$ cat src/rtl/pipe_stall_ctrl.sv
// Pipeline stall controller: register-hazard interlock, multiply/divide busy tracking, stall counter.
// Define PIPE_STALL_MD_EN to build the multiply/divide busy tracker; without it MD_busy is tied low.
//
// md_cnt state | meaning
// IDLE (0)     | multiply/divide unit free
// BUSY (!=0)   | unit occupied, md_cnt cycles remain
module pipe_stall_ctrl #(
  parameter int unsigned MULT_CYC = 5,
  parameter int unsigned DIV_CYC  = 10
) (
  input  logic        clk,
  input  logic        rst,
  input  logic [4:0]  D_rs,
  input  logic [4:0]  D_rt,
  input  logic [1:0]  D_Tuse_rs,
  input  logic [1:0]  D_Tuse_rt,
  input  logic [4:0]  E_A3,
  input  logic [4:0]  M_A3,
  input  logic [1:0]  E_Tnew,
  input  logic [1:0]  M_Tnew,
  input  logic        D_is_md,
  input  logic        E_start_mult,
  input  logic        E_start_div,
  output logic        F_PC_WE,
  output logic        D_Reg_WE,
  output logic        E_Reg_clr,
  output logic        MD_busy,
  output logic [31:0] stall_cnt
);

  logic stall_rs;
  logic stall_rt;
  logic stall_md;
  logic stall;

  // A stage only blocks D when its result arrives later than D needs it.
  always_comb begin
    stall_rs = (D_rs != 5'd0) &&
               (((E_A3 == D_rs) && (E_Tnew > D_Tuse_rs)) ||
                ((M_A3 == D_rs) && (M_Tnew > D_Tuse_rs)));
    stall_rt = (D_rt != 5'd0) &&
               (((E_A3 == D_rt) && (E_Tnew > D_Tuse_rt)) ||
                ((M_A3 == D_rt) && (M_Tnew > D_Tuse_rt)));
  end

`ifdef PIPE_STALL_MD_EN
  localparam logic [3:0] MULT_LD = 4'(MULT_CYC);
  localparam logic [3:0] DIV_LD  = 4'(DIV_CYC);

  logic [3:0] md_cnt;
  logic [3:0] md_cnt_nxt;

  always_ff @(posedge clk or posedge rst) begin
    if (rst) md_cnt <= 4'd0;
    else     md_cnt <= md_cnt_nxt;
  end

  // Divide wins a simultaneous start; a start while busy reloads.
  always_comb begin
    md_cnt_nxt = md_cnt;
    if (E_start_div)         md_cnt_nxt = DIV_LD;
    else if (E_start_mult)   md_cnt_nxt = MULT_LD;
    else if (md_cnt != 4'd0) md_cnt_nxt = md_cnt - 4'd1;
  end

  always_comb begin
    MD_busy  = (md_cnt != 4'd0);
    stall_md = D_is_md && (MD_busy || E_start_mult || E_start_div);
  end
`else
  logic unused_md;
  assign unused_md = ^{D_is_md, E_start_mult, E_start_div};
  assign MD_busy   = 1'b0;
  assign stall_md  = 1'b0;
`endif

  always_comb begin
    stall     = stall_rs || stall_rt || stall_md;
    F_PC_WE   = ~stall;
    D_Reg_WE  = ~stall;
    E_Reg_clr = stall;
  end

  always_ff @(posedge clk or posedge rst) begin
    if (rst)        stall_cnt <= 32'd0;
    else if (stall) stall_cnt <= stall_cnt + 32'd1;
  end

endmodule

$ cat config.mk
export PLATFORM = sky130hd
export DESIGN_NAME = pipe_stall_ctrl
export DESIGN_NICKNAME = d
export VERILOG_FILES = /design/src/rtl/pipe_stall_ctrl.sv
export SDC_FILE = /design/constraint.sdc
export NUM_CORES = 1
export LEC_CHECK = 0
export ABC_AREA = 0
export CORE_MARGIN = 3
export CORE_UTILIZATION = 50
export CTS_BUF_LIST = sky130_fd_sc_hd__clkbuf_4 sky130_fd_sc_hd__clkbuf_8 sky130_fd_sc_hd__clkbuf_16
export CTS_CLUSTER_DIAMETER = 100
export DETAILED_ROUTE_END_ITERATION = 12
export DONT_BUFFER_PORTS = 1
export REMOVE_ABC_BUFFERS = 1
export SKIP_CTS_REPAIR_TIMING = 1
export SYNTH_ARGS = -nofsm -noshare
export SYNTH_HDL_FRONTEND = slang
export SYNTH_SLANG_ARGS = --single-unit
$ cat constraint.sdc
create_clock -name clk -period 5.12 [get_ports clk]
set_input_delay 0.512 -clock clk [delete_from_list [all_inputs] [get_ports clk]]
set_output_delay 0.512 -clock clk [all_outputs]
set_load 0.01 [all_outputs]
After elaboration in Yosys (flattened, before gate mapping):

Cells that the tools add are included.
Widths: inputs -> output; s select.

* $add $sub $neg: 1
* magnitude comparators: 4
* eq/ne operators: 4
* bitwise gates (word level): 1
* reductions and logical operators: 11

Operators by type and width (count)
* $add 32x1->32 const B: 1
* $eq 5x5->1: 4
* $reduce_bool 5->1: 2
* $gt 2x2->1: 4
* $logic_and 1x1->1: 6
* $logic_or 1x1->1: 3
* $not 1->1: 1

* flip-flop bits (word level): 32
* input bits: 33
* logic and storage cells: 22

Logic depth before layout (Yosys ltp):

* word-level depth: 6
* gate-level depth with buffers: 11
* gate-level depth less buffers: 9

Worst setup path before layout:

OpenSTA, ideal clock, no wires.

* kind: input to output
* from: input D_Tuse_rs[1]
* to: output F_PC_WE
* arrival time: 2.050 ns
* required time: 4.608 ns
* path slack: 2.558 ns
* stages on the path: 10
* path through: inv_1 -> ha_1 -> nand2_1 -> nand4_1 -> nor4_1 -> o22ai_1 -> and2_1 -> buf_6 -> buf_4 -> buf_4

* longest elaborated chain between the ends: 6
* elaborated cells between the ends (all ways): 8
* those cells by class: 2 x order compare; 1 x bitwise; 5 x reduce/logical

Ends and longest elaborated chain
* start, declared: RTL line 15 `input logic [1:0] D_Tuse_rs,`
* $gt 2x2->1 (on tied branches): RTL line 39, 40
* $logic_and 1x1->1 (on tied branches): RTL line 39, 40
* $logic_or 1x1->1 *: RTL line 39 `(((E_A3 == D_rs) && (E_Tnew > D_Tuse_rs)) ||`
* $logic_and 1x1->1 *: RTL line 38 `stall_rs = (D_rs != 5'd0) &&`
* $logic_or 1x1->1 *: RTL line 78 `stall = stall_rs || stall_rt || stall_md;`
* $not 1->1 *
* end, declared: RTL line 24 `output logic F_PC_WE,`

Mark *: on every way between the ends. The rest lies on a longest branch, timed or not.

Worst setup path in the final report:

* from: input D_Tuse_rs[1]
* to: output E_Reg_clr

* longest elaborated chain between the ends: 5
* elaborated cells between the ends (all ways): 7
* those cells by class: 2 x order compare; 5 x reduce/logical

Ends and longest elaborated chain
* $gt 2x2->1 (on tied branches): RTL line 39, 40
* $logic_and 1x1->1 (on tied branches): RTL line 39, 40
* $logic_or 1x1->1 *: RTL line 39
* $logic_and 1x1->1 *: RTL line 38
* $logic_or 1x1->1 *: RTL line 78
* end, declared: RTL line 26 `output logic E_Reg_clr,`

Marks and branches as above.

==> results.json <==
{
  "outcome": "finished, final reports clean",
  "path_cells": "inv_1 -> ha_1 -> nand2_1 -> nand4_1 -> nor4_1 -> o22ai_1 -> and2_1 -> buf_4 -> inv_1",
  "yosys.area_share.adder": 0.0570,
  "final_cell_mix": "dfrtp_1 (32), xor2_1 (29), xnor2_1 (22), inv_1 (13), nand3_1 (10)",
  "grt_usage": 0.181,
  "max-clock-path-buffers": 2,
  "end_kind": "output pin",
  "synth_mux_area_frac": 0.00570,
  "power.share.clock": 0.352,
  "p_sw_frac": 0.276,
  "n_antenna_cell": 0,
  "synth_top_area_frac": 0.405,
  "cts_sinks": 32,
  "place_area_um2": 2000,
  "p_int_uw": 427,
  "cp_slowest_cell": "nor4_1",
  "final_cells": 237,
  "die_x_um": 68.9,
  "path_common_cell": "inv_1",
  "drc_errors": 0,
  "multi_input_area_um2": 1080,
  "syn_area_um2": 1980,
  "rows": 22,
  "cp_data_arrival_time_ns": 2.17,
  "clk_latency_ns": 0.28,
  "grt_pass1_wl_um": 6300,
  "synth_xor_area_frac": 0.226,
  "post-route-util": 0.560,
  "timing.fmax_mhz": 373,
  "worst-setup-path-type": "primary input to output pin",
  "drt_iter0_drc": 70,
  "hp-class": "primary input to async pin",
  "cts_tree": "done",
  "clock-root-buffer": "clkbuf_8",
  "io_buffers": 0,
  "postSynthCellCount": 185,
  "async_reset_ff_frac": 1.00,
  "setup_tns_ns": 0,
  "synth_top_family_by_area": "simple AND/OR/NAND/NOR gates",
  "cpPeakStageDelay_ns": 0.32,
  "regArea_um2": 801,
  "nFillCells": 332,
  "dp.final_hpwl_um": 3100,
  "ys_types": 30,
  "synth_compound_area_frac": 0.0266,
  "critPathBufInv": 3,
  "clock_skew_ns": 0.00264,
  "power.total_uw": 589,
  "drive_gt1_frac": 0.111,
  "synth_top_area_cell": "dfrtp_1",
  "areaGrowthSynthToFinish_pct": 6.21,
  "p_leak_uw": 0.00101,
  "wirelength_um": 4010,
  "htreeDepth": 2,
  "grt_start_max_net_pins": 30,
  "ios": 69,
  "final_common_cell": "dfrtp_1",
  "antenna_found_initial": 0,
  "dieArea_um2": 4740,
  "avgSynthCellArea_um2": 10.7,
  "ys_warn_count": 0,
  "reg_top3": "stall_cnt x32",
  "switchingPower_uw": 163,
  "synth-simple-area-share": 0.227,
  "finish.instance_area_um2": 2100,
  "wl_per_cell_um": 16.9,
  "synth-edff-count": 0,
  "synth.area.top_cells": "dfrtp_1 (41%), xor2_1 (13%), xnor2_1 (9.8%), ha_1 (5.7%), nor4b_2 (3.8%)",
  "ys_seq_elements": 32,
  "cap_viol_max_count": 0,
  "dp.cells": 229,
  "regMostFlops": "stall_cnt",
  "report.final.slew_viol_count": 0,
  "via_per_inst": 5.75,
  "design.core.area_um2": 3740,
  "fin_nets": 230,
  "cp_top_family": "simple AND/OR/NAND/NOR gates",
  "power_frac_seq": 0.526,
  "antenna_left": 0,
  "cts_buffers": 5,
  "finalHoldViolCount": 0,
  "place_congestion": 0.915,
  "largest_reg_flops": 32,
  "startpoint_type": "primary input",
  "grt_overflow": 0,
  "grt_pass1_vias": 1382,
  "crit_required_ns": 4.61,
  "fin_crit_ns": 2.68,
  "initial_core_util": 0.528,
  "die_h_um": 68.9,
  "yosysSeqAreaShare": 0.405,
  "critPathMaxFanout": 29,
  "fin_crit_sh": 0.524,
  "pwr_density_cell_nw_per_um2": 281,
  "path_clk_slew_ns": 0.06,
  "comb_power_share": 0.122,
  "rsz0062_at_grt": "false",
  "firstDrtPassIters": 4,
  "finalSetupViolCount": 0,
  "vias": 1362,
  "ys.flop_type": "dfrtp_1",
  "ir_drop_mv": 0.0918
}
-- cell type report --
| cell class | instances | share of cell area |
|---|---|---|
| well taps | 48 | 0.0286 |
| flip-flops and latches | 32 | 0.382 |
| inverters | 13 | 0.0233 |
| clock buffers | 8 | 0.0465 |
| repair buffers | 2 | 0.00716 |
| multi-input cells | 134 | 0.513 |
-- cell usage after synthesis, types with 2 or more instances --
| library cell | n |
|---|---|
| dfrtp_1 | 32 |
| xor2_1 | 29 |
| xnor2_1 | 22 |
| inv_1 | 13 |
| nand3_1 | 10 |
| ha_1 | 9 |
| nand2_1 | 8 |
| nand4_1 | 6 |
| nor2_1 | 6 |
| nor3_1 | 6 |
| and3_1 | 5 |
| nor4b_2 | 5 |
| a21oi_1 | 4 |
| nor4_1 | 4 |
| buf_4 | 3 |
| nor4b_1 | 3 |
| buf_6 | 2 |
| nor3b_1 | 2 |
| nor4_4 | 2 |
| o22ai_1 | 2 |
| or3_1 | 2 |
| or4_1 | 2 |
-- final timing paths --
kind                                from       endpoint  slack [ns]  cells past startpoint
min reg2reg                stall_cnt[31]  stall_cnt[31]        0.54                      1
max                         D_Tuse_rs[1]      E_Reg_clr        2.44                      9
max in group asynchronous            rst   stall_cnt[0]        4.45                      2
min in group clk           stall_cnt[31]  stall_cnt[31]        0.54                      1
max reg2reg                 stall_cnt[6]  stall_cnt[27]        2.83                      6
min                                  rst  stall_cnt[21]        0.06                      1
-- power by group through the flow --
stage / clock network, uW / registers, uW / logic (uW)
detailed placement: 0 / 315 / 72.5
finish: 208 / 310 / 71.9
global route: 225 / 313 / 81.3
CTS: 211 / 310 / 73.2
global placement: 0 / 313 / 68.4
floorplan: 0 / 307 / 58.1
-- through the flow --
| step | setup slack (ns) | hold slack, ns |
|---|---|---|
| after detailed placement | 2.34 | 0.368 |
| after floorplan | 2.22 | 0.507 |
| after CTS | 2.43 | 0.0630 |
| after global routing | 2.26 | 0.0672 |
| final | 2.44 | 0.0574 |
| after global placement | 2.51 | 0.364 |
-- logic make-up after synthesis --
logic type               Yosys count
AND/OR/NAND/NOR                   65
flip-flops                        32
multiplexers                       1
other                              1
XOR/XNOR                          51
AO/OA/AOI/OAI                      7
buffers and inverters             19
adder cells (fa/ha/maj)            9
-- layer usage --
metal	track usage	share of wire
met3	0.0713	0.096
met2	0.296	0.49
met4	0.0876	0.027
met5	0	0
met1	0.203	0.39
-- worst reg2reg max path, delay by kind of cell, from the launching register on --
family	cells	cell delay [ns]
flops	1	0.47
simple gates	4	1.18
xor+xnor	1	0.15
compound gates	1	0.38
Power figures use the tool's default switching activity.
